## config.mk

```make
export PLATFORM = sky130hd
export DESIGN_NAME = seg7_scan_reader_flat
export DESIGN_NICKNAME = d
export VERILOG_FILES = /design/src/rtl/seg7_pkg.sv /design/src/rtl/seg7_scan_reader_if.sv /design/src/rtl/seg7_pattern_lookup.sv /design/src/rtl/seg7_scan_reader.sv /design/src/flat_wrapper.sv
export SDC_FILE = /design/constraint.sdc
export NUM_CORES = 1
export LEC_CHECK = 0
export CAP_MARGIN = 10
export CELL_PAD_IN_SITES_DETAIL_PLACEMENT = 2
export CELL_PAD_IN_SITES_GLOBAL_PLACEMENT = 2
export CORE_MARGIN = 2
export CORE_UTILIZATION = 30
export CTS_BUF_LIST = sky130_fd_sc_hd__clkbuf_2
export DETAILED_ROUTE_END_ITERATION = 7
export PLACE_DENSITY_LB_ADDON = 0.1
export SYNTH_ARGS = -nofsm -noshare
export SYNTH_HDL_FRONTEND = slang
export SYNTH_HIERARCHICAL = 1
export SYNTH_SLANG_ARGS = --single-unit
```

## constraint.sdc

```tcl
create_clock -name clk -period 7.5 [get_ports clk]
set_clock_uncertainty 0.2 [all_clocks]
set_input_delay 0.75 -clock clk [delete_from_list [all_inputs] [get_ports clk]]
set_output_delay 0.75 -clock clk [all_outputs]
set_load 0.02 [all_outputs]
```

## src/rtl/seg7_pkg.sv

```systemverilog
// Shared 7-segment definitions: pattern constants (seg[6]=a .. seg[0]=g),
// reader FSM state encoding and the pattern -> {err, nibble} decoder.
package seg7_pkg;

    localparam logic [6:0] SEG7_0     = 7'h7E;
    localparam logic [6:0] SEG7_1     = 7'h30;
    localparam logic [6:0] SEG7_2     = 7'h6D;
    localparam logic [6:0] SEG7_3     = 7'h79;
    localparam logic [6:0] SEG7_4     = 7'h33;
    localparam logic [6:0] SEG7_5     = 7'h5B;
    localparam logic [6:0] SEG7_6     = 7'h5F;
    localparam logic [6:0] SEG7_7     = 7'h70;
    localparam logic [6:0] SEG7_8     = 7'h7F;
    localparam logic [6:0] SEG7_9     = 7'h7B;
    localparam logic [6:0] SEG7_A     = 7'h77;
    localparam logic [6:0] SEG7_B     = 7'h1F;
    localparam logic [6:0] SEG7_C     = 7'h4E;
    localparam logic [6:0] SEG7_D     = 7'h3D;
    localparam logic [6:0] SEG7_E     = 7'h4F;
    localparam logic [6:0] SEG7_F     = 7'h47;
    localparam logic [6:0] SEG7_BLANK = 7'h00;

    typedef enum logic [1:0] {
        IDLE   = 2'd0,
        SETTLE = 2'd1,
        HOLD   = 2'd2
    } seg7_state_e;

    // Returns {err, nibble}; unknown patterns give err=1 with nibble forced to 0.
    function automatic logic [4:0] seg7_decode(input logic [6:0] seg);
        logic [4:0] res;
        case (seg)
            SEG7_0:  res = {1'b0, 4'h0};
            SEG7_1:  res = {1'b0, 4'h1};
            SEG7_2:  res = {1'b0, 4'h2};
            SEG7_3:  res = {1'b0, 4'h3};
            SEG7_4:  res = {1'b0, 4'h4};
            SEG7_5:  res = {1'b0, 4'h5};
            SEG7_6:  res = {1'b0, 4'h6};
            SEG7_7:  res = {1'b0, 4'h7};
            SEG7_8:  res = {1'b0, 4'h8};
            SEG7_9:  res = {1'b0, 4'h9};
            SEG7_A:  res = {1'b0, 4'hA};
            SEG7_B:  res = {1'b0, 4'hB};
            SEG7_C:  res = {1'b0, 4'hC};
            SEG7_D:  res = {1'b0, 4'hD};
            SEG7_E:  res = {1'b0, 4'hE};
            SEG7_F:  res = {1'b0, 4'hF};
            default: res = {1'b1, 4'h0};
        endcase
        return res;
    endfunction

endpackage

```

## src/rtl/seg7_scan_reader_if.sv

```systemverilog
// Bus between a multiplexed 7-segment display and seg7_scan_reader.
// slave = the reader (samples pins, drives results); master = the display side.
// Optional SEG7_BLANK_DETECT_EN adds blank_mask.
interface seg7_scan_reader_if #(
    parameter int N_DIGITS = 4
);
    localparam int IDX_W = (N_DIGITS > 1) ? $clog2(N_DIGITS) : 1;

    logic [6:0]            seg;
    logic [N_DIGITS-1:0]   dig_sel;
    logic [4*N_DIGITS-1:0] digits;
    logic                  upd_valid;
    logic [IDX_W-1:0]      upd_idx;
    logic [3:0]            upd_nibble;
    logic                  upd_err;
    logic                  frame_done;
`ifdef SEG7_BLANK_DETECT_EN
    logic [N_DIGITS-1:0]   blank_mask;

    modport master (output seg, dig_sel,
                    input  digits, upd_valid, upd_idx, upd_nibble, upd_err, frame_done, blank_mask);
    modport slave  (input  seg, dig_sel,
                    output digits, upd_valid, upd_idx, upd_nibble, upd_err, frame_done, blank_mask);
`else
    modport master (output seg, dig_sel,
                    input  digits, upd_valid, upd_idx, upd_nibble, upd_err, frame_done);
    modport slave  (input  seg, dig_sel,
                    output digits, upd_valid, upd_idx, upd_nibble, upd_err, frame_done);
`endif
endinterface

```

## src/rtl/seg7_pattern_lookup.sv

```systemverilog
// Combinational segment pattern -> {err, nibble} lookup around seg7_decode.
module seg7_pattern_lookup
    import seg7_pkg::*;
(
    input  logic [6:0] seg_i,
    output logic       err_o,
    output logic [3:0] nibble_o
);

    // Decode the synchronised pattern.
    always_comb begin
        {err_o, nibble_o} = seg7_decode(seg_i);
    end

endmodule

```

## src/rtl/seg7_scan_reader.sv

```systemverilog
// Recovers per-digit hex nibbles from an asynchronous multiplexed 7-segment bus.
// Pins pass a 2-flop synchroniser; a third register detects change. A sample must
// stay identical for STABLE_CYCLES synced cycles before it is captured.
// Optional SEG7_BLANK_DETECT_EN treats pattern 0x00 as a blank instead of an error.
module seg7_scan_reader
    import seg7_pkg::*;
#(
    parameter int N_DIGITS      = 4,
    parameter int STABLE_CYCLES = 8
) (
    input  logic              clk,
    input  logic              rst_n,
    seg7_scan_reader_if.slave bus
);

    localparam int IDX_W = (N_DIGITS > 1) ? $clog2(N_DIGITS) : 1;
    localparam int CNT_W = $clog2(STABLE_CYCLES + 1);
    localparam int SMP_W = N_DIGITS + 7;
    localparam logic [CNT_W-1:0]    CNT_ONE   = CNT_W'(1);
    localparam logic [CNT_W-1:0]    CNT_LAST  = CNT_W'(STABLE_CYCLES - 1);
    localparam logic [N_DIGITS-1:0] SEL_ONE   = N_DIGITS'(1);
    localparam logic [N_DIGITS-1:0] MASK_FULL = {N_DIGITS{1'b1}};

    logic [SMP_W-1:0]      sync1_q, sync1_d, sync2_q, sync2_d, prev_q, prev_d;
    seg7_state_e           state_q, state_d;
    logic [CNT_W-1:0]      cnt_q, cnt_d;
    logic                  upd_valid_q, upd_valid_d;
    logic [IDX_W-1:0]      upd_idx_q, upd_idx_d;
    logic [3:0]            upd_nibble_q, upd_nibble_d;
    logic                  upd_err_q, upd_err_d;
    logic                  frame_done_q, frame_done_d;
    logic [N_DIGITS-1:0]   mask_q, mask_d;
    logic [4*N_DIGITS-1:0] digits_q, digits_d;

    logic [N_DIGITS-1:0]   sel_s;
    logic [6:0]            seg_s;
    logic                  onehot_s, changed_s, cap_s, lk_err_s;
    logic [3:0]            lk_nib_s;
    logic [IDX_W-1:0]      idx_s;

    assign sel_s     = sync2_q[SMP_W-1:7];
    assign seg_s     = sync2_q[6:0];
    assign onehot_s  = (sel_s != {N_DIGITS{1'b0}}) && ((sel_s & (sel_s - SEL_ONE)) == {N_DIGITS{1'b0}});
    assign changed_s = (sync2_q != prev_q);

    seg7_pattern_lookup u_lookup (
        .seg_i    (seg_s),
        .err_o    (lk_err_s),
        .nibble_o (lk_nib_s)
    );

    // Synchroniser chain plus change-detect register.
    always_comb begin
        sync1_d = {bus.dig_sel, bus.seg};
        sync2_d = sync1_q;
        prev_d  = sync2_q;
    end

    // One-hot select -> digit index.
    always_comb begin
        idx_s = {IDX_W{1'b0}};
        for (int i = 0; i < N_DIGITS; i++) begin
            idx_s = sel_s[i] ? IDX_W'(i) : idx_s;
        end
    end

    // FSM next state and stability counter; capture when cnt reaches STABLE_CYCLES-1.
    always_comb begin
        state_d = state_q;
        cnt_d   = cnt_q;
        cap_s   = 1'b0;
        if (!onehot_s) begin
            state_d = IDLE;
            cnt_d   = {CNT_W{1'b0}};
        end else begin
            case (state_q)
                IDLE: begin
                    state_d = SETTLE;
                    cnt_d   = {CNT_W{1'b0}};
                end
                SETTLE: begin
                    state_d = SETTLE;
                    cnt_d   = changed_s ? {CNT_W{1'b0}} : (cnt_q + CNT_ONE);
                end
                HOLD: begin
                    if (changed_s) begin
                        state_d = SETTLE;
                        cnt_d   = {CNT_W{1'b0}};
                    end else begin
                        state_d = HOLD;
                        cnt_d   = cnt_q;
                    end
                end
                default: begin
                    state_d = IDLE;
                    cnt_d   = {CNT_W{1'b0}};
                end
            endcase
            if ((state_d == SETTLE) && (cnt_d == CNT_LAST)) begin
                cap_s   = 1'b1;
                state_d = HOLD;
            end else begin
                cap_s   = 1'b0;
            end
        end
    end

`ifdef SEG7_BLANK_DETECT_EN
    logic                blank_s;
    logic [N_DIGITS-1:0] blank_mask_q, blank_mask_d;

    assign blank_s        = (seg_s == SEG7_BLANK);
    assign bus.blank_mask = blank_mask_q;

    // Blank flags: set on a blank capture, cleared by any other capture of that digit.
    always_comb begin
        blank_mask_d = blank_mask_q;
        for (int i = 0; i < N_DIGITS; i++) begin
            blank_mask_d[i] = (cap_s && sel_s[i]) ? blank_s : blank_mask_q[i];
        end
    end

    // Blank flag register.
    always_ff @(posedge clk or negedge rst_n) begin
        if (!rst_n) begin
            blank_mask_q <= {N_DIGITS{1'b0}};
        end else begin
            blank_mask_q <= blank_mask_d;
        end
    end
`endif

    // Capture results, digit store, frame mask and frame_done pulse.
    always_comb begin
        upd_valid_d  = cap_s;
        upd_idx_d    = cap_s ? idx_s : upd_idx_q;
        upd_nibble_d = cap_s ? lk_nib_s : upd_nibble_q;
`ifdef SEG7_BLANK_DETECT_EN
        upd_err_d    = cap_s ? (lk_err_s && !blank_s) : upd_err_q;
`else
        upd_err_d    = cap_s ? lk_err_s : upd_err_q;
`endif
        frame_done_d = (mask_q == MASK_FULL);
        mask_d       = frame_done_d ? {N_DIGITS{1'b0}} : mask_q;
        digits_d     = digits_q;
        for (int i = 0; i < N_DIGITS; i++) begin
            // Blank (0x00) is not in the table, so lk_err_s also blocks blank writes.
            mask_d[i]            = (cap_s && sel_s[i]) ? 1'b1 : mask_d[i];
            digits_d[4*i +: 4]   = (cap_s && sel_s[i] && !lk_err_s) ? lk_nib_s : digits_q[4*i +: 4];
        end
    end

    // State and output registers.
    always_ff @(posedge clk or negedge rst_n) begin
        if (!rst_n) begin
            sync1_q      <= {SMP_W{1'b0}};
            sync2_q      <= {SMP_W{1'b0}};
            prev_q       <= {SMP_W{1'b0}};
            state_q      <= IDLE;
            cnt_q        <= {CNT_W{1'b0}};
            upd_valid_q  <= 1'b0;
            upd_idx_q    <= {IDX_W{1'b0}};
            upd_nibble_q <= 4'h0;
            upd_err_q    <= 1'b0;
            frame_done_q <= 1'b0;
            mask_q       <= {N_DIGITS{1'b0}};
            digits_q     <= {(4*N_DIGITS){1'b0}};
        end else begin
            sync1_q      <= sync1_d;
            sync2_q      <= sync2_d;
            prev_q       <= prev_d;
            state_q      <= state_d;
            cnt_q        <= cnt_d;
            upd_valid_q  <= upd_valid_d;
            upd_idx_q    <= upd_idx_d;
            upd_nibble_q <= upd_nibble_d;
            upd_err_q    <= upd_err_d;
            frame_done_q <= frame_done_d;
            mask_q       <= mask_d;
            digits_q     <= digits_d;
        end
    end

    assign bus.digits     = digits_q;
    assign bus.upd_valid  = upd_valid_q;
    assign bus.upd_idx    = upd_idx_q;
    assign bus.upd_nibble = upd_nibble_q;
    assign bus.upd_err    = upd_err_q;
    assign bus.frame_done = frame_done_q;

endmodule

```

## src/flat_wrapper.sv

```systemverilog
// flat-port wrapper written by rule: the top's interface ports become plain ports
module seg7_scan_reader_flat import seg7_pkg::*;
#(
    parameter int N_DIGITS      = 4,
    parameter int STABLE_CYCLES = 8
)
  (clk, rst_n, bus_seg, bus_dig_sel, bus_digits, bus_upd_valid, bus_upd_idx, bus_upd_nibble, bus_upd_err, bus_frame_done);
  seg7_scan_reader_if #(.N_DIGITS(N_DIGITS)) bus_i ();
  input  logic clk;
  input  logic rst_n;
  input wire logic [$bits(bus_i.seg)-1:0] bus_seg;
  input wire logic [$bits(bus_i.dig_sel)-1:0] bus_dig_sel;
  output wire logic [$bits(bus_i.digits)-1:0] bus_digits;
  output wire logic [$bits(bus_i.upd_valid)-1:0] bus_upd_valid;
  output wire logic [$bits(bus_i.upd_idx)-1:0] bus_upd_idx;
  output wire logic [$bits(bus_i.upd_nibble)-1:0] bus_upd_nibble;
  output wire logic [$bits(bus_i.upd_err)-1:0] bus_upd_err;
  output wire logic [$bits(bus_i.frame_done)-1:0] bus_frame_done;
  assign bus_i.seg = bus_seg;
  assign bus_i.dig_sel = bus_dig_sel;
  assign bus_digits = bus_i.digits;
  assign bus_upd_valid = bus_i.upd_valid;
  assign bus_upd_idx = bus_i.upd_idx;
  assign bus_upd_nibble = bus_i.upd_nibble;
  assign bus_upd_err = bus_i.upd_err;
  assign bus_frame_done = bus_i.frame_done;
  seg7_scan_reader #(.N_DIGITS(N_DIGITS), .STABLE_CYCLES(STABLE_CYCLES)) u_core (.clk(clk), .rst_n(rst_n), .bus(bus_i));
endmodule
```

==> results of run 1 <==
-- through the flow --
step	hold WS [ns]	instances	worst slack, ns	utilization (%)
floorplan	0.131	221	4.94	-
global placement	0.132	376	4.48	36.3
detailed placement	0.136	376	4.40	36.3
CTS	0.152	392	4.38	37.4
global route	0.175	392	4.21	37.4
finish	0.167	392	4.41	37.4
-- Yosys cell counts, types with 2 or more instances --
cell type / number / area [um2]
nand3b_1: 2 / 15.0
nor4_1: 3 / 18.8
nand3_1: 5 / 25.0
a21oi_1: 6 / 30.0
clkbuf_1: 3 / 11.3
nand4_1: 5 / 31.3
nor3_1: 2 / 10.0
nand2_1: 6 / 22.5
nor4b_1: 4 / 35.0
dfrtp_1: 68 / 1700
xnor2_1: 4 / 35.0
a22oi_1: 2 / 15.0
nor3b_1: 2 / 15.0
xor2_1: 10 / 87.6
nand4b_1: 6 / 52.6
and2_1: 2 / 12.5
or4_1: 2 / 15.0
o21ai_0: 4 / 20.0
nor2b_1: 5 / 31.3
ha_1: 5 / 62.6
mux2_2: 21 / 236
nand2b_1: 2 / 12.5
nor4bb_1: 2 / 20.0
inv_1: 3 / 11.3
and3_1: 2 / 12.5
or3_1: 4 / 25.0
buf_2: 6 / 30.0
a22o_1: 4 / 35.0
nor2_1: 10 / 37.5
mux2i_1: 2 / 20.0
-- layout make-up --
| cell class | instances | area, um2 | area share [%] |
|---|---|---|---|
| clock inverter | 4 | 50.0 | 1.43 |
| clock buffer | 12 | 60.1 | 1.72 |
| timing repair buffer | 38 | 373 | 10.7 |
| inverter | 3 | 11.3 | 0.322 |
| multi-input combinational | 138 | 1130 | 32.5 |
| tap | 129 | 161 | 4.62 |
| sequential | 68 | 1700 | 48.7 |
-- state kept, by name, summed over array words and instances, names as in the netlist, 2 cells and up --
register / cells
u_core/cnt_q: 4
u_core/bus.digits: 16
u_core/prev_q: 11
u_core/bus.upd_nibble: 4
u_core/mask_q: 4
u_core/sync1_q: 11
u_core/state_q: 2
u_core/bus.upd_idx: 2
u_core/prev_d: 11
-- worst max-delay path, cell delays in order (launching register included) --
cell and delay [ns]:
dfrtp_1 0.69, xor2_1 0.16, or4_4 0.56, nor4_4 0.51, and2_1 0.48, mux2_2 0.39
-- logic make-up (layout without fill, tap and decap cells) --
family | count (synthesis) | after routing | synth area share (%)
buffers and inverters | 15 | 57 | 2.62
muxes | 23 | 23 | 8.81
adders and majority gates | 5 | 5 | 2.15
AOI/OAI and AO/OA | 26 | 26 | 7.09
DFF | 68 | 68 | 58.4
xor gates and xnor gates | 14 | 14 | 4.21
and+or+nand+nor | 70 | 70 | 16.7
-- where the power goes --
part	switching (W)	total [W]	internal (W)
Combinational	0.0000230	0.0000408	0.0000179
Clock	0.000130	0.000210	0.0000808
Sequential	0.0000140	0.000390	0.000376
Total	0.000167	0.000642	0.000475
-- worst min path at each step --
stage	startpoint	to	slack [ns]	cells after the start
2_1_floorplan	u_core/sync1_q[0]	u_core/prev_d[0]	0.13	0
3_3_place_gp	u_core/sync1_q[7]	u_core/prev_d[7]	0.13	0
3_5_place_dp	u_core/sync1_q[9]	u_core/prev_d[9]	0.14	0
4_1_cts	u_core/sync1_q[9]	u_core/prev_d[9]	0.15	0
5_1_grt	u_core/sync1_q[9]	u_core/prev_d[9]	0.18	0
6_report	u_core/sync1_q[9]	u_core/prev_d[9]	0.17	0
-- per-layer routing --
layer | vias up | track usage, %
met4 | 0 | 4.00
met3 | 7 | 6.03
met5 | - | 0
li1 | 880 | -
met2 | 41 | 22.1
met1 | 1001 | 20.1
==> results_dict.tcl, run 1 <==
set metrics [dict create \
    first_pass_grt_wire_length_um 11500 \
    worst-r2r-cell-count 5 \
    critPathMaxFanout 16 \
    tritoncts_num_sinks 68 \
    detailroute.via_count 1929 \
    syn_avg_cell_area_um2 13.2 \
    core_region_area_mm2 0.00933 \
    ant_nets 0 \
    max-clock-path-buffers 2 \
    synth.net_count 239 \
    total_detailed_routing_wirelength_um 6790 \
    wl_met1_um 3240 \
    die_height_um 103 \
    initial_core_util_pct 31.2 \
    worst_r2r_endpoint "u_core/bus.upd_nibble[0]" \
    highest_count_cells_in_the_layout_ignoring_fill_and_taps "68 x dfrtp_1, 36 x clkdlybuf4s50_1, 21 x mux2_2" \
    finalNetCount 276 \
    worstReg2RegStart "u_core/prev_d[5]" \
    proportion_of_layout_cells_with_a_drive_suffix_above_1_pct 17.1 \
    clk_root_buffer_cell "clkbuf_2" \
    synth.ff_latch_count 68 \
    grt_setup_unrepaired "false" \
    post_cts_buffers 0 \
    die-area_mm2 0.0105 \
    worst-endpoint-required_ns 7.70 \
    drt_first_iter_violations 51 \
    drcViolationCount 0 \
    boundaryPins 38 \
    outcome "complete, no violations" \
    kind_of_start_point_of_the_critical_path "register" \
    wl_met3_um 330 \
    relSlewSlack_pct 41.8 \
    cts_resized 0 \
    finalWorstPathRequiredPeriod_ns 3.09 \
    area_growth_pct 19.9 \
    numCtsBuffers 9 \
    yosys_warnings 6 \
    io_buffer_count 37 \
    worst_setup_path_startpoint "u_core/prev_d[5]" \
    slew_viol_final 0 \
    detailed_route_vias_per_instance 4.92 \
    post_synthesis_sequential_area_ratio_pct 58.4 \
    fmax_ghz 0.324 \
    ys_dominant_reg_cell "dfrtp_1" \
    cts_tree "yes" \
    power.total_w 0.000642 \
    antenna-diode-count 0 \
    clkSlewWorstSetupHoldPaths_ns 0.19 \
    nFillCells 987 \
    yosys.cell_types.count 49 \
    overflow 0 \
    finalHoldViolations 0 \
    drt-wirelength-per-cell_um 17.3 \
    timing.final.setup_violations 0 \
    dieWidth_um 103 \
    cp-end-kind "register" \
    power.density_cell_area_mw_per_mm2 184 \
    first_pass_iters 4 \
    cts_max_level 3 \
    netlist_area_mm2 0.00291 \
    hp-class "register to register" \
    final.setup.tns_ns 0 \
    path_class "register to register" \
    grt_antenna_before_repair 0 \
    worstPathArrival_ns 3.29 \
    layout_commonest_cell "dfrtp_1" \
    worst_skew_pair.late_latency_ns 0.50 \
    cts_hold_buffers 0 \
    grt_max_degree 69 \
    synth-async-reset-ratio_pct 100 \
    detailroute.wirelength.met2_um 3160 \
    setup.worst_path.end "u_core/bus.upd_nibble[0]" \
    synthesis.instances 221 \
    worst_vdd_drop_mv 0.0984 \
    regToRegSetupSlack_ns 4.41 \
    dr.max_layer_used "met4" \
    groute.usage.overall_pct 14.8 \
    min_period_over_period_pct 41.1 \
    count_of_maximum_capacitance_violations 0 \
    routabilityCongestion 0.742 \
    p_leak_nw 1.54 \
    via_count_of_the_first_global_routing_pass 2092 \
    placement.cell_area_mm2 0.00338 \
    final_area_mm2 0.00349 \
    tightestPinTransition_ns 0.872 \
    rows 35 \
    dpl.hpwl_um 4510 \
    synth_edf_count 0 \
]
Power figures use the tool's default switching activity.
==> inputs of run 2 (changes only) <==
==> constraint.sdc (replaced) <==
create_clock -name clk -period 3.1 [get_ports clk]
set_clock_uncertainty 0.2 [all_clocks]
set_input_delay 0.31 -clock clk [delete_from_list [all_inputs] [get_ports clk]]
set_output_delay 0.31 -clock clk [all_outputs]
set_load 0.02 [all_outputs]
==> results_dict.tcl, run 2 (synthesized netlist as in run 1, its figures left out) <==
set metrics [dict create \
    outcome "complete, no violations" \
    die_height_um 103 \
    gr-usage-met1_pct 23.0 \
    finalNetCount 297 \
    worst-endpoint-required_ns 3.33 \
    grt_setup_unrepaired "false" \
    use_met2_pct 23.9 \
    boundaryPins 38 \
    drcViolationCount 0 \
    timing.final.setup_violations 0 \
    fmax_ghz 0.346 \
    first_pass_iters 5 \
    worst_r2r_endpoint "u_core/bus.upd_nibble[2]" \
    detailroute.via_count 1979 \
    worst_vdd_drop_mv 0.169 \
    numCtsBuffers 9 \
    dieWidth_um 103 \
    worst_setup_path_startpoint "u_core/prev_d[5]" \
    finalWorstPathRequiredPeriod_ns 2.89 \
    clk_root_buffer_cell "clkbuf_2" \
    relSlewSlack_pct 55.5 \
    layout.cells.non_filler 413 \
    global_routing_s_busiest_layer "met2" \
    grt_max_degree 27 \
    path_cells "xor2_1 -> or4_4 -> nor4_4 -> and2_1 -> mux2_2" \
    overflow 0 \
    worst-r2r-cell-count 5 \
    ant_nets 0 \
    area_growth_pct 26.9 \
    critPathMaxFanout 10 \
    kind_of_start_point_of_the_critical_path "register" \
    first_pass_grt_wire_length_um 12600 \
    initial_core_util_pct 31.2 \
    final_core_util_pct 39.6 \
    worst_skew_pair.late_latency_ns 0.54 \
    worstReg2RegStart "u_core/prev_d[5]" \
    antenna-diode-count 0 \
    p_leak_nw 1.63 \
    cts_tree "yes" \
    tritoncts_num_sinks 68 \
    tightestPinTransition_ns 0.664 \
    via_count_of_the_first_global_routing_pass 2211 \
    grt_antenna_before_repair 0 \
    largest_stage_delay_on_the_critical_path_ns 0.56 \
    clkSlewWorstSetupHoldPaths_ns 0.22 \
    min_period_over_period_pct 93.2 \
    final.setup.tns_ns 0 \
    max-clock-path-buffers 2 \
    rows 35 \
    highest_count_cells_in_the_layout_ignoring_fill_and_taps "66 x dfrtp_1, 36 x clkdlybuf4s50_1, 21 x mux2_2" \
    groute.usage.overall_pct 16.2 \
    die-area_mm2 0.0105 \
    detailed_route_vias_per_instance 4.79 \
    drt_first_iter_violations 122 \
    total_detailed_routing_wirelength_um 7470 \
    cts_max_level 3 \
    post_cts_buffers 0 \
    proportion_of_layout_cells_with_a_drive_suffix_above_1_pct 20.1 \
    finalHoldViolations 0 \
    io_buffer_count 37 \
    power.density_cell_area_mw_per_mm2 441 \
    nFillCells 956 \
    worstPathArrival_ns 3.12 \
    crit_path_top_delay_cell "or4_4" \
    routabilityCongestion 0.783 \
    slew_viol_final 0 \
    largest_reg_flops 16 \
    regToRegSetupSlack_ns 0.21 \
    dpl.hpwl_um 5030 \
    global_route.usage.met3_pct 5.29 \
    drt-wirelength-per-cell_um 18.1 \
    path_class "register to register" \
    layout_commonest_cell "dfrtp_1" \
    dp.cells 385 \
    count_of_maximum_capacitance_violations 0 \
    hp-class "primary input to asynchronous set/reset pin" \
    core_region_area_mm2 0.00933 \
    cp-end-kind "register" \
]
==> run 2: final cells by class <==
type                       count  area [um2]  share of cell area [%]
timing repair buffer          59         561                    15.2
clock inverter                 7        80.1                    2.17
clock buffer                   9        45.0                    1.22
multi-input combinational    138        1130                    30.7
tap                          129         161                    4.37
sequential                    68        1700                    46.1
inverter                       3        11.3                   0.305
==> run 2: metal layers <==
layer  routed length [um]  vias to the layer above
met4                   94                        0
met3                  285                        8
met5                    0                        -
li1                     -                      918
met1                 3640                     1015
met2                 3450                       38
==> run 2: power by group <==
part,internal [W],total [W],switching [W]
combinational,0.0000585,0.000123,0.0000642
sequential,0.000911,0.000943,0.0000315
clock,0.000197,0.000565,0.000368
total,0.00117,0.00163,0.000464
==> run 2: critical path: cells and delay by family (launching register included) <==
kind	cells	cell delay (ns)
mux	1	0.38
xor+xnor	1	0.21
simple gates	3	1.45
flops	1	0.55
==> run 2: metrics by stage <==
step	area (um2)	hold WS, ns	setup WS, ns	power, W
after CTS	3690	0.0713	0.140	0.00166
after global placement	3450	0.132	0.183	0.00107
final	3700	0.0910	0.212	0.00163
after global routing	3700	0.0935	0.0805	0.00172
after detailed placement	3450	0.138	0.173	0.00107
after floorplan	2910	-0.186	0.542	0.00101
==> run 2: what timing repair did <==
| item | CTS | global route |
|---|---|---|
| gates resized for setup | 0 | 2 |
| endpoints found under the hold margin | 35 | 0 |
| hold buffers | 12 | 0 |
| endpoints found under the setup margin | 0 | 3 |
==> run 2: worst max-delay path by stage <==
stage	depth (start not counted)	end
finish	5	u_core/bus.upd_nibble[2]
CTS	5	u_core/bus.upd_nibble[2]
global route	5	u_core/bus.upd_nibble[3]
detailed placement	5	u_core/bus.upd_nibble[2]
floorplan	7	u_core/bus.upd_err
global placement	5	u_core/bus.upd_nibble[1]
==> inputs of run 3 (changes only) <==
--- a/config.mk
+++ b/config.mk
@@ -12,6 +12,7 @@
 export CORE_UTILIZATION = 30
 export CTS_BUF_LIST = sky130_fd_sc_hd__clkbuf_2
 export DETAILED_ROUTE_END_ITERATION = 7
+export MAX_ROUTING_LAYER = met4
 export PLACE_DENSITY_LB_ADDON = 0.1
 export SYNTH_ARGS = -nofsm -noshare
 export SYNTH_HDL_FRONTEND = slang
==> results_dict.tcl, run 3 (synthesized netlist as in run 1, its figures left out) <==
set metrics [dict create \
    antenna-diode-count 0 \
    min_period_over_period_pct 92.9 \
    dpl.hpwl_um 5030 \
    critPathMaxFanout 10 \
    area_growth_pct 26.9 \
    fmax_ghz 0.347 \
    worst_skew_pair.late_latency_ns 0.52 \
    numCtsBuffers 9 \
    slew_viol_final 0 \
    hp-class "primary input to asynchronous set/reset pin" \
    grt_max_degree 27 \
    worst-endpoint-required_ns 3.32 \
    grt_setup_unrepaired "false" \
    boundaryPins 38 \
    clkSlewWorstSetupHoldPaths_ns 0.23 \
    finalNetCount 297 \
    first_pass_iters 4 \
    timing.final.setup_violations 0 \
    worst_vdd_drop_mv 0.169 \
    die-area_mm2 0.0105 \
    core_region_area_mm2 0.00933 \
    p_leak_nw 1.63 \
    via_count_of_the_first_global_routing_pass 2210 \
    layout_commonest_cell "dfrtp_1" \
    drt-wirelength-per-cell_um 18.0 \
    final.setup.tns_ns 0 \
    cts_max_level 3 \
    worstPathArrival_ns 3.10 \
    grt_antenna_before_repair 0 \
    dr.max_layer_used "met4" \
    routabilityCongestion 0.794 \
    io_buffer_count 37 \
    ant_nets 0 \
    rows 35 \
    largest_reg_flops 16 \
    dieWidth_um 103 \
    detailroute.via_count 1965 \
    max-clock-path-buffers 2 \
    outcome "complete, no violations" \
    relSlewSlack_pct 55.9 \
    drt_first_iter_violations 97 \
    count_of_maximum_capacitance_violations 0 \
    proportion_of_layout_cells_with_a_drive_suffix_above_1_pct 20.1 \
    path_class "register to register" \
    tritoncts_num_sinks 68 \
    initial_core_util_pct 31.2 \
    overflow 0 \
    post_cts_buffers 0 \
    wl_met3_um 263 \
    first_pass_grt_wire_length_um 12700 \
    total_detailed_routing_wirelength_um 7420 \
    cp-end-kind "register" \
    wl_met1_um 3590 \
    detailed_route_vias_per_instance 4.76 \
    highest_count_cells_in_the_layout_ignoring_fill_and_taps "66 x dfrtp_1, 36 x clkdlybuf4s50_1, 21 x mux2_2" \
    groute.usage.overall_pct 16.7 \
    die_height_um 103 \
    kind_of_start_point_of_the_critical_path "register" \
    finalHoldViolations 0 \
    power.density_cell_area_mw_per_mm2 440 \
    tightestPinTransition_ns 0.659 \
    cts_tree "yes" \
    power.total_w 0.00163 \
    clk_root_buffer_cell "clkbuf_2" \
    detailroute.wirelength.met2_um 3490 \
    finalWorstPathRequiredPeriod_ns 2.88 \
    drcViolationCount 0 \
]
run 3: cell counts in the layout (fill, tap and decap cells not counted):
No cell type changed its count.
run 3: timing repair:
item | in CTS | in global routing
hold buffers | 12 | 0
setup endpoints to repair | 0 | 3
hold endpoints to repair | 35 | 0
gates resized for setup | 0 | 2
run 3: layout make-up:
type,instances,area [um2]
clock inverters,7,80.1
clock buffers,9,45.0
multi-input cells,138,1130
repair buffers,59,561
flip-flops and latches,68,1700
fillers,956,5630
inverters,3,11.3
well taps,129,161
run 3: path summary, 6_finish.rpt:
check,startpoint,end,slack [ns],depth (start not counted)
min in group clk,u_core/sync1_q[6],u_core/prev_d[6],0.18,0
min reg2reg,u_core/sync1_q[6],u_core/prev_d[6],0.18,0
max reg2reg,u_core/prev_d[5],u_core/bus.upd_nibble[2],0.22,5
max,u_core/prev_d[5],u_core/bus.upd_nibble[2],0.22,5
max in group asynchronous,rst_n,u_core/prev_q[9],1.77,3
min,rst_n,u_core/sync1_q[1],0.10,2
run 3: power by group:
part	switching (W)	internal, W	total (W)
Clock	0.000366	0.000197	0.000563
Combinational	0.0000642	0.0000585	0.000123
Sequential	0.0000310	0.000911	0.000942
Total	0.000461	0.00117	0.00163
run 3: per-layer routing:
layer  global-route usage (%)  vias to the layer above
li1                         -                      917
met1                     23.3                     1005
met2                     23.8                       37
met3                     5.08                        6
met4                     4.31                        0
met5                        -                        -
run 3: per-stage QoR:
step           instance area [um2]  instances  worst slack (ns)  utilization (%)  hold slack (ns)
6_report                      3700        413             0.219             39.6            0.104
4_1_cts                       3690        413             0.140             39.6           0.0713
3_3_place_gp                  3450        385             0.183             37.0            0.132
3_5_place_dp                  3450        385             0.173             37.0            0.138
5_1_grt                       3700        413            0.0805             39.6           0.0967
2_1_floorplan                 2910        221             0.542                -           -0.186
run 3: worst max-delay path: stages (launching register included):
cell and delay, ns:
dfrtp_1 0.55, xor2_1 0.21, or4_4 0.56, nor4_4 0.43
and2_1 0.44, mux2_2 0.38
